===== src/rtl/dds_sched_pkg.sv =====
// Shared types and constants for the DDS frequency scheduler.
package dds_sched_pkg;

    localparam int unsigned DDS_BITS = 40;
    localparam int unsigned BIT_W    = $clog2(DDS_BITS);
    localparam int unsigned CNT_W    = 16;
    localparam logic [7:0]  DDS_CTRL = 8'h00;

    typedef enum logic [2:0] {
        INIT_RH,
        INIT_RL,
        MODE,
        IDLE,
        LOAD,
        SHIFT,
        FQ,
        DWELL
    } state_e;

endpackage


===== src/rtl/dds_serial_tx.sv =====
// 40-bit LSB-first serializer: data set up one cycle, W_CLK high the next.
module dds_serial_tx
    import dds_sched_pkg::*;
(
    input  logic                clk,
    input  logic                reset,
    input  logic [DDS_BITS-1:0] word,
    input  logic                go,
    input  logic                stop,
    input  logic                tick,
    output logic                ddsdata,
    output logic                ddswclk,
    output logic                last
);

    logic [DDS_BITS-1:0] sh_q, sh_d;
    logic [BIT_W-1:0]    bit_q, bit_d;
    logic                act_q, act_d;
    logic                ph_q, ph_d;
    logic                tail_q, tail_d;
    logic                data_q, data_d;
    logic                wclk_q, wclk_d;
    logic                last_q, last_d;

    // Next-state: load on go, alternate setup/rise phases, one low tail cycle after bit 39.
    always_comb begin
        sh_d   = sh_q;
        bit_d  = bit_q;
        act_d  = act_q;
        ph_d   = ph_q;
        tail_d = tail_q;
        data_d = data_q;
        wclk_d = 1'b0;
        last_d = 1'b0;
        if (stop) begin
            act_d  = 1'b0;
            tail_d = 1'b0;
            data_d = 1'b0;
        end else if (go) begin
            sh_d   = word;
            data_d = word[0];
            bit_d  = '0;
            ph_d   = 1'b1;
            act_d  = 1'b1;
            tail_d = 1'b0;
        end else if (tail_q) begin
            data_d = 1'b0;
            act_d  = 1'b0;
            tail_d = 1'b0;
            last_d = 1'b1;
        end else if (act_q) begin
            if (ph_q) begin
                wclk_d = 1'b1;
                ph_d   = 1'b0;
                tail_d = (bit_q == BIT_W'(DDS_BITS - 1));
            end else begin
                sh_d   = sh_q >> 1;
                data_d = sh_q[1];
                bit_d  = bit_q + BIT_W'(1);
                ph_d   = 1'b1;
            end
        end else begin
            wclk_d = tick;
        end
    end

    // Serializer registers; pins clear asynchronously on reset.
    always_ff @(posedge clk or posedge reset) begin
        if (reset) begin
            sh_q   <= '0;
            bit_q  <= '0;
            act_q  <= 1'b0;
            ph_q   <= 1'b0;
            tail_q <= 1'b0;
            data_q <= 1'b0;
            wclk_q <= 1'b0;
            last_q <= 1'b0;
        end else begin
            sh_q   <= sh_d;
            bit_q  <= bit_d;
            act_q  <= act_d;
            ph_q   <= ph_d;
            tail_q <= tail_d;
            data_q <= data_d;
            wclk_q <= wclk_d;
            last_q <= last_d;
        end
    end

    assign ddsdata = data_q;
    assign ddswclk = wclk_q;
    assign last    = last_q;

endmodule


===== src/rtl/dds_freq_scheduler.sv =====
// Stepped-frequency DDS sequencer: init/serial-mode entry, then table playback with dwell.
module dds_freq_scheduler
    import dds_sched_pkg::*;
#(
    parameter  int unsigned DEPTH  = 8,
    parameter  int unsigned RST_HI = 100,
    parameter  int unsigned RST_LO = 50,
    localparam int unsigned AW     = $clog2(DEPTH)
) (
    input  logic          clk,
    input  logic          reset,
    input  logic          wr_en,
    input  logic [AW-1:0] wr_addr,
    input  logic          wr_hi,
    input  logic [15:0]   wr_data,
    input  logic [AW-1:0] count,
    input  logic [15:0]   dwell,
    input  logic          start,
    input  logic          abort,
    output logic          busy,
    output logic          done,
    output logic [AW-1:0] cur_idx,
    output logic          ddswclk,
    output logic          ddsreset,
    output logic          ddsdata,
    output logic          ddsfqud
);

    logic [31:0]      tbl_q [DEPTH];
    state_e           state_q, state_d;
    logic [CNT_W-1:0] cnt_q, cnt_d;
    logic [AW-1:0]    idx_q, idx_d;
    logic [AW-1:0]    count_q, count_d;
    logic [15:0]      dwell_q, dwell_d;
    logic             rst_pin_q, rst_pin_d;
    logic             fqud_q, fqud_d;
    logic             done_q, done_d;
    logic             busy_q;
    logic             go_c, stop_c, tick_c, adv_c;
    logic             tx_last;

    // Tuning-word table, written in halves; sampled only at LOAD so in-flight words are safe.
    always_ff @(posedge clk) begin
        if (wr_en) begin
            if (wr_hi) tbl_q[wr_addr][31:16] <= wr_data;
            else       tbl_q[wr_addr][15:0]  <= wr_data;
        end
    end

    // Sequencing: init timing, mode entry, word playback, dwell and abort handling.
    always_comb begin
        state_d   = state_q;
        cnt_d     = cnt_q;
        idx_d     = idx_q;
        count_d   = count_q;
        dwell_d   = dwell_q;
        rst_pin_d = 1'b0;
        fqud_d    = 1'b0;
        done_d    = 1'b0;
        go_c      = 1'b0;
        stop_c    = 1'b0;
        tick_c    = 1'b0;
        adv_c     = 1'b0;
        unique case (state_q)
            INIT_RH: begin
                rst_pin_d = 1'b1;
                cnt_d     = cnt_q + CNT_W'(1);
                if (cnt_q == CNT_W'(RST_HI - 1)) begin
                    state_d = INIT_RL;
                    cnt_d   = '0;
                end
            end
            INIT_RL: begin
                cnt_d = cnt_q + CNT_W'(1);
                if (cnt_q == CNT_W'(RST_LO - 1)) begin
                    state_d = MODE;
                    cnt_d   = '0;
                end
            end
            MODE: begin
                cnt_d  = cnt_q + CNT_W'(1);
                tick_c = (cnt_q == CNT_W'(0));
                fqud_d = (cnt_q == CNT_W'(2));
                if (cnt_q == CNT_W'(3)) begin
                    state_d = IDLE;
                    cnt_d   = '0;
                end
            end
            IDLE: begin
                if (start && !abort) begin
                    count_d = count;
                    dwell_d = dwell;
                    idx_d   = '0;
                    state_d = LOAD;
                end
            end
            LOAD: begin
                if (abort) begin
                    state_d = IDLE;
                end else begin
                    go_c    = 1'b1;
                    state_d = SHIFT;
                end
            end
            SHIFT: begin
                if (abort) begin
                    stop_c  = 1'b1;
                    state_d = IDLE;
                end else if (tx_last) begin
                    fqud_d  = 1'b1;
                    state_d = FQ;
                end
            end
            FQ: begin
                if (dwell_q == 16'd0) begin
                    adv_c = 1'b1;
                end else begin
                    cnt_d   = CNT_W'(dwell_q);
                    state_d = DWELL;
                end
            end
            DWELL: begin
                if (abort) begin
                    state_d = IDLE;
                end else if (cnt_q <= CNT_W'(1)) begin
                    adv_c = 1'b1;
                end else begin
                    cnt_d = cnt_q - CNT_W'(1);
                end
            end
            default: state_d = INIT_RH;
        endcase
        if (adv_c) begin
            if (idx_q == count_q) begin
                done_d  = 1'b1;
                state_d = IDLE;
            end else begin
                idx_d   = idx_q + AW'(1);
                state_d = LOAD;
            end
        end
    end

    // State and output registers.
    always_ff @(posedge clk or posedge reset) begin
        if (reset) begin
            state_q   <= INIT_RH;
            cnt_q     <= '0;
            idx_q     <= '0;
            count_q   <= '0;
            dwell_q   <= '0;
            rst_pin_q <= 1'b0;
            fqud_q    <= 1'b0;
            done_q    <= 1'b0;
            busy_q    <= 1'b1;
        end else begin
            state_q   <= state_d;
            cnt_q     <= cnt_d;
            idx_q     <= idx_d;
            count_q   <= count_d;
            dwell_q   <= dwell_d;
            rst_pin_q <= rst_pin_d;
            fqud_q    <= fqud_d;
            done_q    <= done_d;
            busy_q    <= (state_d != IDLE);
        end
    end

    dds_serial_tx u_tx (
        .clk     (clk),
        .reset   (reset),
        .word    ({DDS_CTRL, tbl_q[idx_q]}),
        .go      (go_c),
        .stop    (stop_c),
        .tick    (tick_c),
        .ddsdata (ddsdata),
        .ddswclk (ddswclk),
        .last    (tx_last)
    );

    assign busy     = busy_q;
    assign done     = done_q;
    assign cur_idx  = idx_q;
    assign ddsreset = rst_pin_q;
    assign ddsfqud  = fqud_q;

endmodule


===== config.mk =====
export PLATFORM = sky130hd
export DESIGN_NAME = dds_freq_scheduler
export DESIGN_NICKNAME = d
export VERILOG_FILES = /design/src/rtl/dds_sched_pkg.sv /design/src/rtl/dds_serial_tx.sv /design/src/rtl/dds_freq_scheduler.sv
export SDC_FILE = /design/constraint.sdc
export NUM_CORES = 1
export LEC_CHECK = 0
export CAP_MARGIN = 20
export CORE_ASPECT_RATIO = 0.9
export CORE_MARGIN = 2
export CORE_UTILIZATION = 55
export CTS_CLUSTER_DIAMETER = 150
export DETAILED_ROUTE_END_ITERATION = 16
export PLACE_DENSITY = 0.72
export SYNTH_ARGS = -nofsm -noshare
export SYNTH_HDL_FRONTEND = slang
export SYNTH_SLANG_ARGS = --single-unit

===== constraint.sdc =====
create_clock -name clk -period 7.9 [get_ports clk]
set_clock_uncertainty 0.05 [all_clocks]
set_input_delay 1.58 -clock clk [delete_from_list [all_inputs] [get_ports clk]]
set_output_delay 1.58 -clock clk [all_outputs]
set_load 0.005 [all_outputs]

# [After elaboration in Yosys (flattened, before gate mapping)]
# Memory sizes are Yosys's and may differ from the RTL's.
# Index checks and enable logic that the tools add are counted.
[classes] add_sub_neg=4 mul=0 n_div=0 order_cmp=1 n_eq_ne=20 shifts=0 mux=77 bitwise=1 reduce_logical=14
[op_table] operator="$mux W40" count=4
[op_table] operator="$mux W16" count=6
[op_table] operator="$pmux W16 S5" count=1
[op_table] operator="$mux W3" count=15
[op_table] operator="$mux W1" count=44
[op_table] operator="$eq A16 B2 Y1 const B" count=2
[op_table] operator="$logic_not A16 Y1" count=2
[op_table] operator="$mux W6" count=4
[op_table] operator="$pmux W3 S8" count=1
[op_table] operator="$add A16 B1 Y16 const B" count=1
[op_table] operator="$eq A16 B6 Y1 const B" count=1
[op_table] operator="$eq A16 B7 Y1 const B" count=1
[op_table] operator="$le A16 B1 Y1 const B" count=1
[op_table] operator="$sub A16 B1 Y16 const B" count=1
[op_table] operator="$eq A3 B3 Y1 const B" count=4
[op_table] operator="$ne A2 B2 Y1 const B" count=5
[op_table] operator="$reduce_and A4 Y1" count=2
[op_table] operator="$add A6 B1 Y6 const B" count=1
[op_table] operator="$eq A3 B2 Y1 const B" count=2
[op_table] operator="$eq A6 B6 Y1 const B" count=1
[op_table] operator="$reduce_bool A5 Y1" count=1
[op_table] operator="$ne A4 B4 Y1 const B" count=1
[op_table] operator="$pmux W1 S2" count=2
[op_table] operator="$reduce_and A2 Y1" count=2
[op_table] operator="12 further kinds" count=12
[totals] ff_bits=97 latch_bits=0 mem_bits_rw=256 rom_bits=0 word_cells=135 memories=1
[mem_list] memory="tbl_q" words=8 word_bits=32 rd=1 rd_clocked_by_memory_dff=0 write_ports=1 line_no="dds_freq_scheduler.sv:29" source="logic [31:0] tbl_q [DEPTH];"

# [Logic depth before layout (Yosys ltp)]
# Gate-level depths: netlist (run 1).
[logic_depth] depth_word=6 depth_mapped=9 depth_no_buf=8

# [Hierarchy]
# From an unflattened synthesis (run 1), not the netlist that was laid out.
[unflattened] hier_cells=941 area_unflattened_um2=15074.5
[by_module_without_submodules] mod="dds_freq_scheduler" instances=1 cells_per_inst=715 area_each_um2=12729.7 seq_area_each_um2=8814.7
[by_module_without_submodules] mod="dds_serial_tx" instances=1 cells_per_inst=226 area_each_um2=2344.7 seq_area_each_um2=1276.2

# [Least setup slack after synthesis (run 1)]
# No wires, ideal clock.
[synth_path] path_kind="input port to flip-flop" start="input port wr_addr[2]" end="memory tbl_q[0][0] (enable)" setup_ns=0.409 arrival_ns=3.226 t_required_ns=7.441 slack_ns=4.215 stages=2 path_cell_list="or3b_2 -> nor3_1"
[synth_lines] item="start, declared" line_no="dds_freq_scheduler.sv:13" source="input logic [AW-1:0] wr_addr,"
[synth_lines] item="end, declared" line_no="dds_freq_scheduler.sv:29"
# No word-level cell before the write port.

# [Worst setup path in the final report (run 1)]
[layout_path] start="input port abort" end="register u_tx.bit_q[5]"
[layout_between] elab_chain_len=4
[layout_rtl] item="start, declared" line_no="dds_freq_scheduler.sv:19" source="input logic abort,"
[layout_rtl] item="$mux W1 (on tied branches)" line_no="dds_freq_scheduler.sv:98, dds_freq_scheduler.sv:106"
[layout_rtl] item="$mux W1" line_no="dds_freq_scheduler.sv:64" source="unique case (state_q)"
[layout_rtl] item="$ne A2 B2 Y1 (no source line), or another cell as far along"
[layout_rtl] item="$reduce_and A4 Y1 (no source line)"
[layout_rtl] item="end signal, assigned" line_no="dds_serial_tx.sv:80" source="bit_q <= bit_d;"
[layout_rtl] item="end, declared" line_no="dds_serial_tx.sv:17" source="logic [BIT_W-1:0] bit_q, bit_d;"
# Parallel ways exist; a longest one is shown, timed or not.
# A chain may end at the register's enable or synchronous reset.

==> flow_summary.toml, run 1 <==
[critical_path]
critical_path_class = "in2reg"
arrival_ns = 4.26
r2r-start = "cur_idx[0]"
cp-end-kind = "flip-flop"
cp_max_fo = 68
startpoint_type = "input port"
cp.required_ns = 8.21
startpoint = "abort"

[cts]
clk_pin_slew_ns = 0.06
cts_root_buf = "clkbuf_16"
post-cts-setup-buffer-count = 0
cts_resized = 0
hold_buffers = 0
insertion_delay_ns = 0.51
cts.sinks = 344
cts_buffers = 35
clock_path_buffers = 3
tritoncts = "yes"
h-tree-depth = 2

[sta]
hold_viol_final = 0
min_period_ns = 3.95
slew-limit-headroom_pct = 33.4
period_share_pct = 50.0
worst_pin_slew_ns = 0.999
drv_slew = 0
setup_tns_ns = 0
setup_violations = 0
grt_setup_unrepaired = "no"
max_freq_ghz = 0.253

[power_and_ir_drop]
power.density_nw_per_um2 = 263
internal_power_w = 0.00327
p_clk_share_pct = 36.7
swShare_pct = 25.6
p_seq_share_pct = 50.1
p_comb_share_pct = 13.2
p_sw_w = 0.00112
vdd_drop_max_mv = 0.192
p_leak_nw = 5.58

[placement]
dpl.hpwl_um = 18000
routabilityCongestion = 0.886
dp.cells = 1321
io_buffers = 52

[detailed_routing]
drt_iter0_drc = 778
dr.pass1.iters = 5
viasPerCell = 6.09
drtAntennaViolNets = 0
vias = 8449
routed_wl_um = 30300
drcViolationCount = 0
routedWlPerCell_um = 21.8

[global_route]
grt_pass1_vias = 8461
grt_pass1_wl_um = 47600
grt.overflow.total = 0
grt_max_degree = 86
grt_use_total_pct = 22.2
antenna_found_initial = 1

[floorplanning]
rows = 56
core_um2 = 26100
start_util_pct = 56.0
die-area_um2 = 27900
die_y_um = 159
io_pins = 53
die_width_um = 176

[logic_synthesis]
yosysWarnings = 0
yosys.area.top_type = "edfxtp_1"
synth.area.top_cells = "edfxtp_1 (53%), dfrtp_1 (15%), mux4_2 (9.9%)"
ys_top_cells_by_count = "edfxtp_1 (256), dfrtp_1 (87), nor2_1 (80)"
synth.net_count = 1010
async_flop_share_pct = 25.6
synthCells = 959
syn_area_per_cell_um2 = 15.3
ys_ff_latch = 344
ys_types = 67
synth_edf_count = 256
syn-cell-area_um2 = 14600
ys_seq_area_share_pct = 67.6
synth.most_common_cell = "edfxtp_1"
synth_top_area_share_pct = 52.5
ys.flop_type = "edfxtp_1"

[outcome]
outcome = "complete, no violations"

[min_path]
hold_path_class = "reg2reg"
min_from = "u_tx.sh_q[11]"

[layout]
area_growth_pct = 14.2
final_cells = 1388
regArea_um2 = 9900
drive_gt1_share_pct = 17.3
multiInputGateArea_um2 = 4430
nNetsFinal = 1064
fillCellCount = 1862

[flow_run]
drv_cap = 0
-- critical path: stages --
cell and delay [ns]:
clkdlybuf4s50_1 0.61, nor3b_1 0.40, nand2b_2 0.23, a22o_2 0.59, or4_1 0.62, xor2_1 0.16
nor2_1 0.06
-- final timing paths --
path,depth (start not counted),slack (ns),endpoint
max in group asynchronous,4,5.60,u_tx.sh_q[6]
min in group asynchronous,2,1.24,cur_idx[0]
max reg2reg,6,4.89,u_tx.sh_q[6]
min,2,0.43,u_tx.sh_q[11]
min reg2reg,2,0.43,u_tx.sh_q[11]
max,7,3.95,u_tx.bit_q[5]
-- layout make-up --
class | count | area share [%]
Sequential cell | 344 | 59.2
Multi-Input combinational cell | 536 | 26.5
Inverter | 20 | 0.464
Clock buffer | 42 | 5.40
Timing Repair Buffer | 76 | 4.46
Tap cell | 348 | 2.61
Clock inverter | 21 | 1.31
Antenna cell | 1 | 0.0150
-- sequential cells by signal, indices dropped and copies added, names as in the netlist, 3 cells and up --
name        count
cnt_q          16
count_q         3
cur_idx         3
dwell_q        16
state_q         3
tbl_q         256
u_tx.bit_q      6
u_tx.sh_q      31
-- per-layer routing --
metal  routed length, um  share of wire [%]  GRT usage, %  vias up
li1                    -                  -             -     3816
met1               13000                 43          32.2     4313
met2               14800                 49          35.6      280
met3                2030                6.7          3.90       40
met4                 484                1.6          4.96        0
met5                   0                  0             0        -
-- cell families after synthesis --
family                     after synthesis  synth area share (%)
DFF                                    344                  67.6
and+or+nand+nor                        234                  8.01
AOI/OAI and AO/OA                      157                  6.56
muxes                                  123                  14.1
buffers and inverters                   79                  2.26
xor gates and xnor gates                15                 0.898
adders and majority gates                7                 0.599
-- stage by stage --
| step | power [W] | hold slack (ns) | worst slack, ns | area, um^2 | util, % |
|---|---|---|---|---|---|
| 6_report | 0.00440 | 0.427 | 3.95 | 16700 | 63.9 |
| 5_1_grt | 0.00459 | 0.450 | 3.77 | 16700 | 63.9 |
| 4_1_cts | 0.00443 | 0.434 | 3.33 | 16600 | 63.7 |
| 3_5_place_dp | 0.00281 | 0.421 | 2.83 | 15500 | 59.4 |
| 3_3_place_gp | 0.00279 | 0.412 | 2.93 | 15500 | 59.4 |
| 2_1_floorplan | 0.00264 | 0.400 | 3.99 | 14600 | - |
-- cell usage in the layout (no fill, tap or decap), types with 4 or more instances in the layout --
| master | Yosys | final |
|---|---|---|
| mux2_2 | 21 | 21 |
| nand2_1 | 58 | 58 |
| inv_1 | 20 | 19 |
| nor4_1 | 6 | 6 |
| o21ai_0 | 53 | 53 |
| clkbuf_16 | 0 | 35 |
| dfrtp_1 | 87 | 84 |
| a21oi_1 | 54 | 54 |
| nor2_1 | 80 | 80 |
| o2bb2ai_1 | 6 | 6 |
| or3_1 | 4 | 4 |
| bufinv_16 | 0 | 4 |
| nand3_1 | 16 | 16 |
| clkbuf_1 | 31 | 7 |
| clkdlybuf4s50_1 | 0 | 52 |
| nor3_1 | 18 | 14 |
| o22ai_1 | 7 | 7 |
| mux4_2 | 64 | 64 |
| ha_1 | 7 | 7 |
| and3_1 | 4 | 4 |
| edfxtp_1 | 256 | 256 |
| nor3_2 | 0 | 4 |
| nand4_1 | 10 | 10 |
| buf_4 | 2 | 21 |
| xnor2_1 | 12 | 12 |
| mux2i_1 | 38 | 38 |
| nand2b_1 | 6 | 5 |
| clkinv_1 | 0 | 10 |
| nand3b_1 | 4 | 4 |
| nor2b_1 | 8 | 8 |
| clkinv_2 | 0 | 4 |
| a211oi_1 | 5 | 5 |
-- power groups by stage --
stage	clock [W]	combinational (W)	sequential, W
after floorplan	0	0.000461	0.00218
after global placement	0	0.000558	0.00223
after detailed placement	0	0.000577	0.00224
after CTS	0.00165	0.000580	0.00220
after global routing	0.00172	0.000648	0.00222
final	0.00161	0.000581	0.00220
No activity file was read; power rests on OpenSTA's default activity.
==> run 2: changes to the inputs <==
--- a/config.mk
+++ b/config.mk
@@ -11,7 +11,7 @@
 export CORE_UTILIZATION = 55
 export CTS_CLUSTER_DIAMETER = 150
 export DETAILED_ROUTE_END_ITERATION = 16
-export PLACE_DENSITY = 0.72
+export PLACE_DENSITY = 0.75
 export SYNTH_ARGS = -nofsm -noshare
 export SYNTH_HDL_FRONTEND = slang
 export SYNTH_SLANG_ARGS = --single-unit
==> constraint.sdc (replaced) <==
create_clock -name clk -period 3.4 [get_ports clk]
set_clock_uncertainty 0.05 [all_clocks]
set_input_delay 0.68 -clock clk [delete_from_list [all_inputs] [get_ports clk]]
set_output_delay 0.68 -clock clk [all_outputs]
set_load 0.005 [all_outputs]
==> run 2 against run 1 <==
Compared with the run above:
- setup slack got worse by 3.3 ns
- non-clock buffer count rose by 16
- die area unchanged
- combinational power grew 140%
- largest power group unchanged
- register-to-register slack worse by 4.2 ns
- cell count grew 1.1%
- hold slack improved by 0.0058 ns
- first-iteration DRC count up 8.2%
- via count grew 0.13%
- count of clock-buffer cells in the layout decreased by 2
- clock power grew 130%
- critical path type is now reg2out
- sequential power rose by 130%
==> flow_summary.toml, run 2 (same netlist as run 1, synthesis figures left out) <==
[outcome]
outcome = "complete, no violations"

[power_and_ir_drop]
power.density_nw_per_um2 = 603
p_leak_nw = 5.65
power.total_w = 0.0102
vdd_drop_max_mv = 0.643

[cts]
clk_pin_slew_ns = 0.06
cts_buffers = 35
cts.sinks = 344
clock_path_buffers = 3
cts_root_buf = "clkbuf_16"
tritoncts = "yes"
h-tree-depth = 2
hold_buffers = 0
insertion_delay_ns = 0.51
cts_resized = 0
post-cts-setup-buffer-count = 0

[floorplanning]
die_width_um = 176
die-area_um2 = 27900
die_y_um = 159
core_um2 = 26100
rows = 56
io_pins = 53
start_util_pct = 56.0

[sta]
hold_viol_final = 0
drv_slew = 0
grt_setup_unrepaired = "no"
slew-limit-headroom_pct = 49.1
min_period_ns = 2.73
setup_violations = 0
worst_pin_slew_ns = 0.763
period_share_pct = 80.3
max_freq_ghz = 0.366
setup_tns_ns = 0

[global_route]
grt_max_degree = 66
grt_use_total_pct = 22.6
grt.overflow.total = 0
antenna_found_initial = 0
grt_pass1_vias = 8474
grt_pass1_wl_um = 48100

[critical_path]
r2r-start = "cnt_q[8]"
crit_chain = "clkdlybuf4s50_1"
critical_path_buf_inv_count = 1
cp.required_ns = 2.67
worst-r2r-cell-count = 6
cp_top_family = "flip-flops"
startpoint = "cur_idx[2]"
slowest_stage = "dfrtp_2"
worst-r2r-setup-slack_ns = 0.73
cp-end-kind = "output port"
startpoint_type = "flip-flop"
arrival_ns = 2.00
cpPeakStageDelay_ns = 0.86
cp_max_fo = 23
timing.rr.end = "cnt_q[1]"
critical_path_class = "reg2out"

[layout]
final_cell_mix = "edfxtp_1 (256), dfrtp_1 (84), nor2_1 (68)"
regMostFlops = "tbl_q"
drive_gt1_share_pct = 20.5
nNetsFinal = 1080
area_growth_pct = 15.0
largest_reg_flops = 256
num_antenna_cells = 0
reg_top3 = "tbl_q (256), u_tx.sh_q (31)"
final_common_cell = "edfxtp_1"

[detailed_routing]
vias = 8460
routed_wl_um = 30800
dr.pass1.iters = 5
routedWlPerCell_um = 21.9
drcViolationCount = 0
drt_iter0_drc = 842
viasPerCell = 6.03
drtAntennaViolNets = 0

[placement]
io_buffers = 52
dpl.hpwl_um = 19000
routabilityCongestion = 0.894

[min_path]
holdPathEnd = "u_tx.sh_q[24]"
min_from = "u_tx.sh_q[24]"
hold_path_class = "reg2reg"
holdPathStages = 2

[flow_run]
drv_cap = 0
run 2: changes by cell type in the layout (fill, tap and decap cells not counted), sizes merged:
cell / before / now
diode: 1 / 0
buf: 24 / 40
bufinv: 4 / 2
clkbuf: 42 / 40
clkinvlp: 0 / 2
clkinv: 17 / 19
run 2: final cells by class:
| cell class | instances | area [um^2] |
|---|---|---|
| Sequential cell | 344 | 9900 |
| Fill cell | 1806 | 9310 |
| Multi-Input combinational cell | 536 | 4460 |
| Clock buffer | 40 | 905 |
| Timing Repair Buffer | 92 | 858 |
| Tap cell | 348 | 435 |
| Clock inverter | 23 | 190 |
| Inverter | 20 | 77.6 |
run 2: metal layers:
layer,up-vias,share of wire [%],track usage [%]
met2,301,48,36.0
li1,3828,-,-
met5,-,0,0
met4,0,2.0,5.82
met1,4279,43,32.8
met3,52,6.9,4.17
run 2: worst max path at each step:
| stage | to | slack [ns] | depth (start not counted) |
|---|---|---|---|
| 6_report | cur_idx[2] | 0.67 | 1 |
| 5_1_grt | cnt_q[1] | 0.54 | 6 |
| 4_1_cts | cur_idx[2] | 0.66 | 1 |
| 3_5_place_dp | cnt_q[14] | 0.70 | 8 |
| 3_3_place_gp | cnt_q[14] | 0.74 | 8 |
| 2_1_floorplan | cnt_q[0] | 0.39 | 1 |
run 2: stage by stage:
stage,setup WS (ns),instance area (um^2),hold slack [ns],util [%],std cells
2_1_floorplan,0.393,14600,0.400,-,959
3_3_place_gp,0.742,15700,0.411,60.2,1340
3_5_place_dp,0.697,15700,0.421,60.2,1340
4_1_cts,0.657,16800,0.434,64.4,1403
5_1_grt,0.536,16800,0.453,64.4,1403
6_report,0.669,16800,0.433,64.4,1403
run 2: worst register-to-register path: cells and delay by family (launching register included):
family / cells / cell delay (ns)
DFF: 1 / 0.46
AOI/OAI and AO/OA: 3 / 0.84
and+or+nand+nor: 3 / 1.19
run 2: where the power goes:
group          switching [W]  internal, W
combinational       0.000789     0.000590
clock                0.00156      0.00208
sequential          0.000301      0.00483
total                0.00265      0.00750
==> run 3: changes to the inputs <==
==> constraint.sdc (replaced) <==
create_clock -name clk -period 2.5 [get_ports clk]
set_clock_uncertainty 0.05 [all_clocks]
set_input_delay 0.5 -clock clk [delete_from_list [all_inputs] [get_ports clk]]
set_output_delay 0.5 -clock clk [all_outputs]
set_load 0.005 [all_outputs]
==> run 3 against run 2 <==
Compared with the run above:
- largest power group unchanged
- highest routed layer is now met5
- global-route usage grew 1.1 points
- first-iteration DRC count grew 3.1%
- clock power grew 40%
- count of clock-buffer cells in the layout grew 6
==> flow_summary.toml, run 3 (same netlist as run 1, synthesis figures left out) <==
[layout]
final_common_cell = "edfxtp_1"
final_cell_mix = "edfxtp_1 (256), dfrtp_1 (84), nor2_1 (80)"
regMostFlops = "tbl_q"
nNetsFinal = 1108
final_core_util_pct = 65.9
reg_top3 = "tbl_q (256), u_tx.sh_q (31)"
largest_reg_flops = 256
drive_gt1_share_pct = 21.5
area_growth_pct = 17.7
num_antenna_cells = 0

[sta]
setup_violations = 0
worst_pin_slew_ns = 0.606
setup_tns_ns = 0
max_freq_ghz = 0.423
drv_slew = 0
holdWs_ns = 0.265
hold_viol_final = 0
slew-limit-headroom_pct = 59.5
setup_ws_ns = 0.138
period_share_pct = 94.5
grt_setup_unrepaired = "no"
min_period_ns = 2.36

[global_route]
grt_use_total_pct = 23.7
grt.overflow.total = 0
antenna_found_initial = 1
grt_pass1_vias = 9053
grt_max_degree = 64
grt_pass1_wl_um = 51000

[flow_run]
drv_cap = 0

[cts]
clk_pin_slew_ns = 0.06
cts_root_buf = "clkbuf_16"
h-tree-depth = 2
clock_path_buffers = 3
post-cts-setup-buffer-count = 0
cts_resized = 0
hold_buffers = 0
tritoncts = "yes"
cts.sinks = 344
insertion_delay_ns = 0.52
cts_buffers = 35

[detailed_routing]
drtAntennaViolNets = 0
wl_met2_um = 16000
top_layer_used = "met5"
routedWlPerCell_um = 22.5
met3_length_um = 2310
viasPerCell = 6.09
drt_iter0_drc = 868
m1WireLength_um = 13300
dr.pass1.iters = 5
drcViolationCount = 0
vias = 8709
routed_wl_um = 32100

[floorplanning]
core_um2 = 26100
die-area_um2 = 27900
start_util_pct = 56.0
io_pins = 53
die_y_um = 159
rows = 56
die_width_um = 176

[critical_path]
worst-r2r-cell-count = 7
cp-end-kind = "flip-flop"
cp_top_family = "simple AND/OR/NAND/NOR gates"
crit_path_end = "cnt_q[14]"
timing.rr.end = "cnt_q[14]"
r2r-start = "cnt_q[4]"
worst-r2r-setup-slack_ns = 0.14
slowest_stage = "dfrtp_1"
critical_path_buf_inv_count = 1
cp_max_fo = 9
arrival_ns = 2.71
startpoint_type = "flip-flop"
critical_path_class = "reg2reg"
startpoint = "cnt_q[4]"
cpPeakStageDelay_ns = 0.50
critical_path_depth = 7
crit_chain = "nor4_4 -> nand4_2 -> o21ba_2 -> a31oi_4 -> buf_4 -> nor3_1 -> a221o_1"
cp.required_ns = 2.85

[placement]
routabilityCongestion = 0.903
io_buffers = 52
dpl.hpwl_um = 20100
dp_slack_ns = -0.00683

[power_and_ir_drop]
power.density_nw_per_um2 = 819
p_sw_w = 0.00370
p_clk_share_pct = 36.0
p_leak_nw = 5.83
p_comb_share_pct = 14.8
internal_power_w = 0.0104
p_seq_share_pct = 49.2
power.total_w = 0.0141
vdd_drop_max_mv = 0.616
swShare_pct = 26.2

[min_path]
hold_path_class = "in2async"

[outcome]
outcome = "complete, no violations"
==> run 3: worst min path at each step <==
stage / end
floorplan: u_tx.sh_q[10]
global placement: u_tx.sh_q[7]
detailed placement: u_tx.sh_q[6]
CTS: state_q[1]
global route: state_q[1]
finish: state_q[1]
==> run 3: power groups by stage <==
stage / sequential [W] / clock (W) / combinational (W)
6_report: 0.00694 / 0.00508 / 0.00209
5_1_grt: 0.00699 / 0.00539 / 0.00231
4_1_cts: 0.00694 / 0.00515 / 0.00209
3_5_place_dp: 0.00704 / 0 / 0.00207
3_3_place_gp: 0.00702 / 0 / 0.00199
2_1_floorplan: 0.00688 / 0 / 0.00146
==> run 3: layout make-up <==
type | instances | area, um^2
Fill cell | 1826 | 8920
Clock inverter | 17 | 160
Clock buffer | 46 | 957
Multi-Input combinational cell | 536 | 4440
Tap cell | 348 | 435
Sequential cell | 344 | 9900
Timing Repair Buffer | 120 | 1240
Inverter | 20 | 78.8
==> run 3: through the flow <==
| stage | instances | instance area, um^2 |
|---|---|---|
| 3_5_place_dp | 1368 | 16100 |
| 2_1_floorplan | 959 | 14600 |
| 5_1_grt | 1431 | 17200 |
| 6_report | 1431 | 17200 |
| 4_1_cts | 1431 | 17200 |
| 3_3_place_gp | 1368 | 16100 |
==> run 3: routing by layer <==
metal	up-vias	global-route usage, %
li1	3906	-
met5	-	0
met1	4417	33.2
met3	47	4.45
met4	2	4.62
met2	337	39.5
==> run 3: worst reg2reg max path, stage by stage, from the launching register on <==
cell and delay (ns):
dfrtp_1 0.50, nor4_4 0.47, nand4_2 0.22, o21ba_2 0.28
a31oi_4 0.20, buf_4 0.21, nor3_1 0.06, a221o_1 0.26
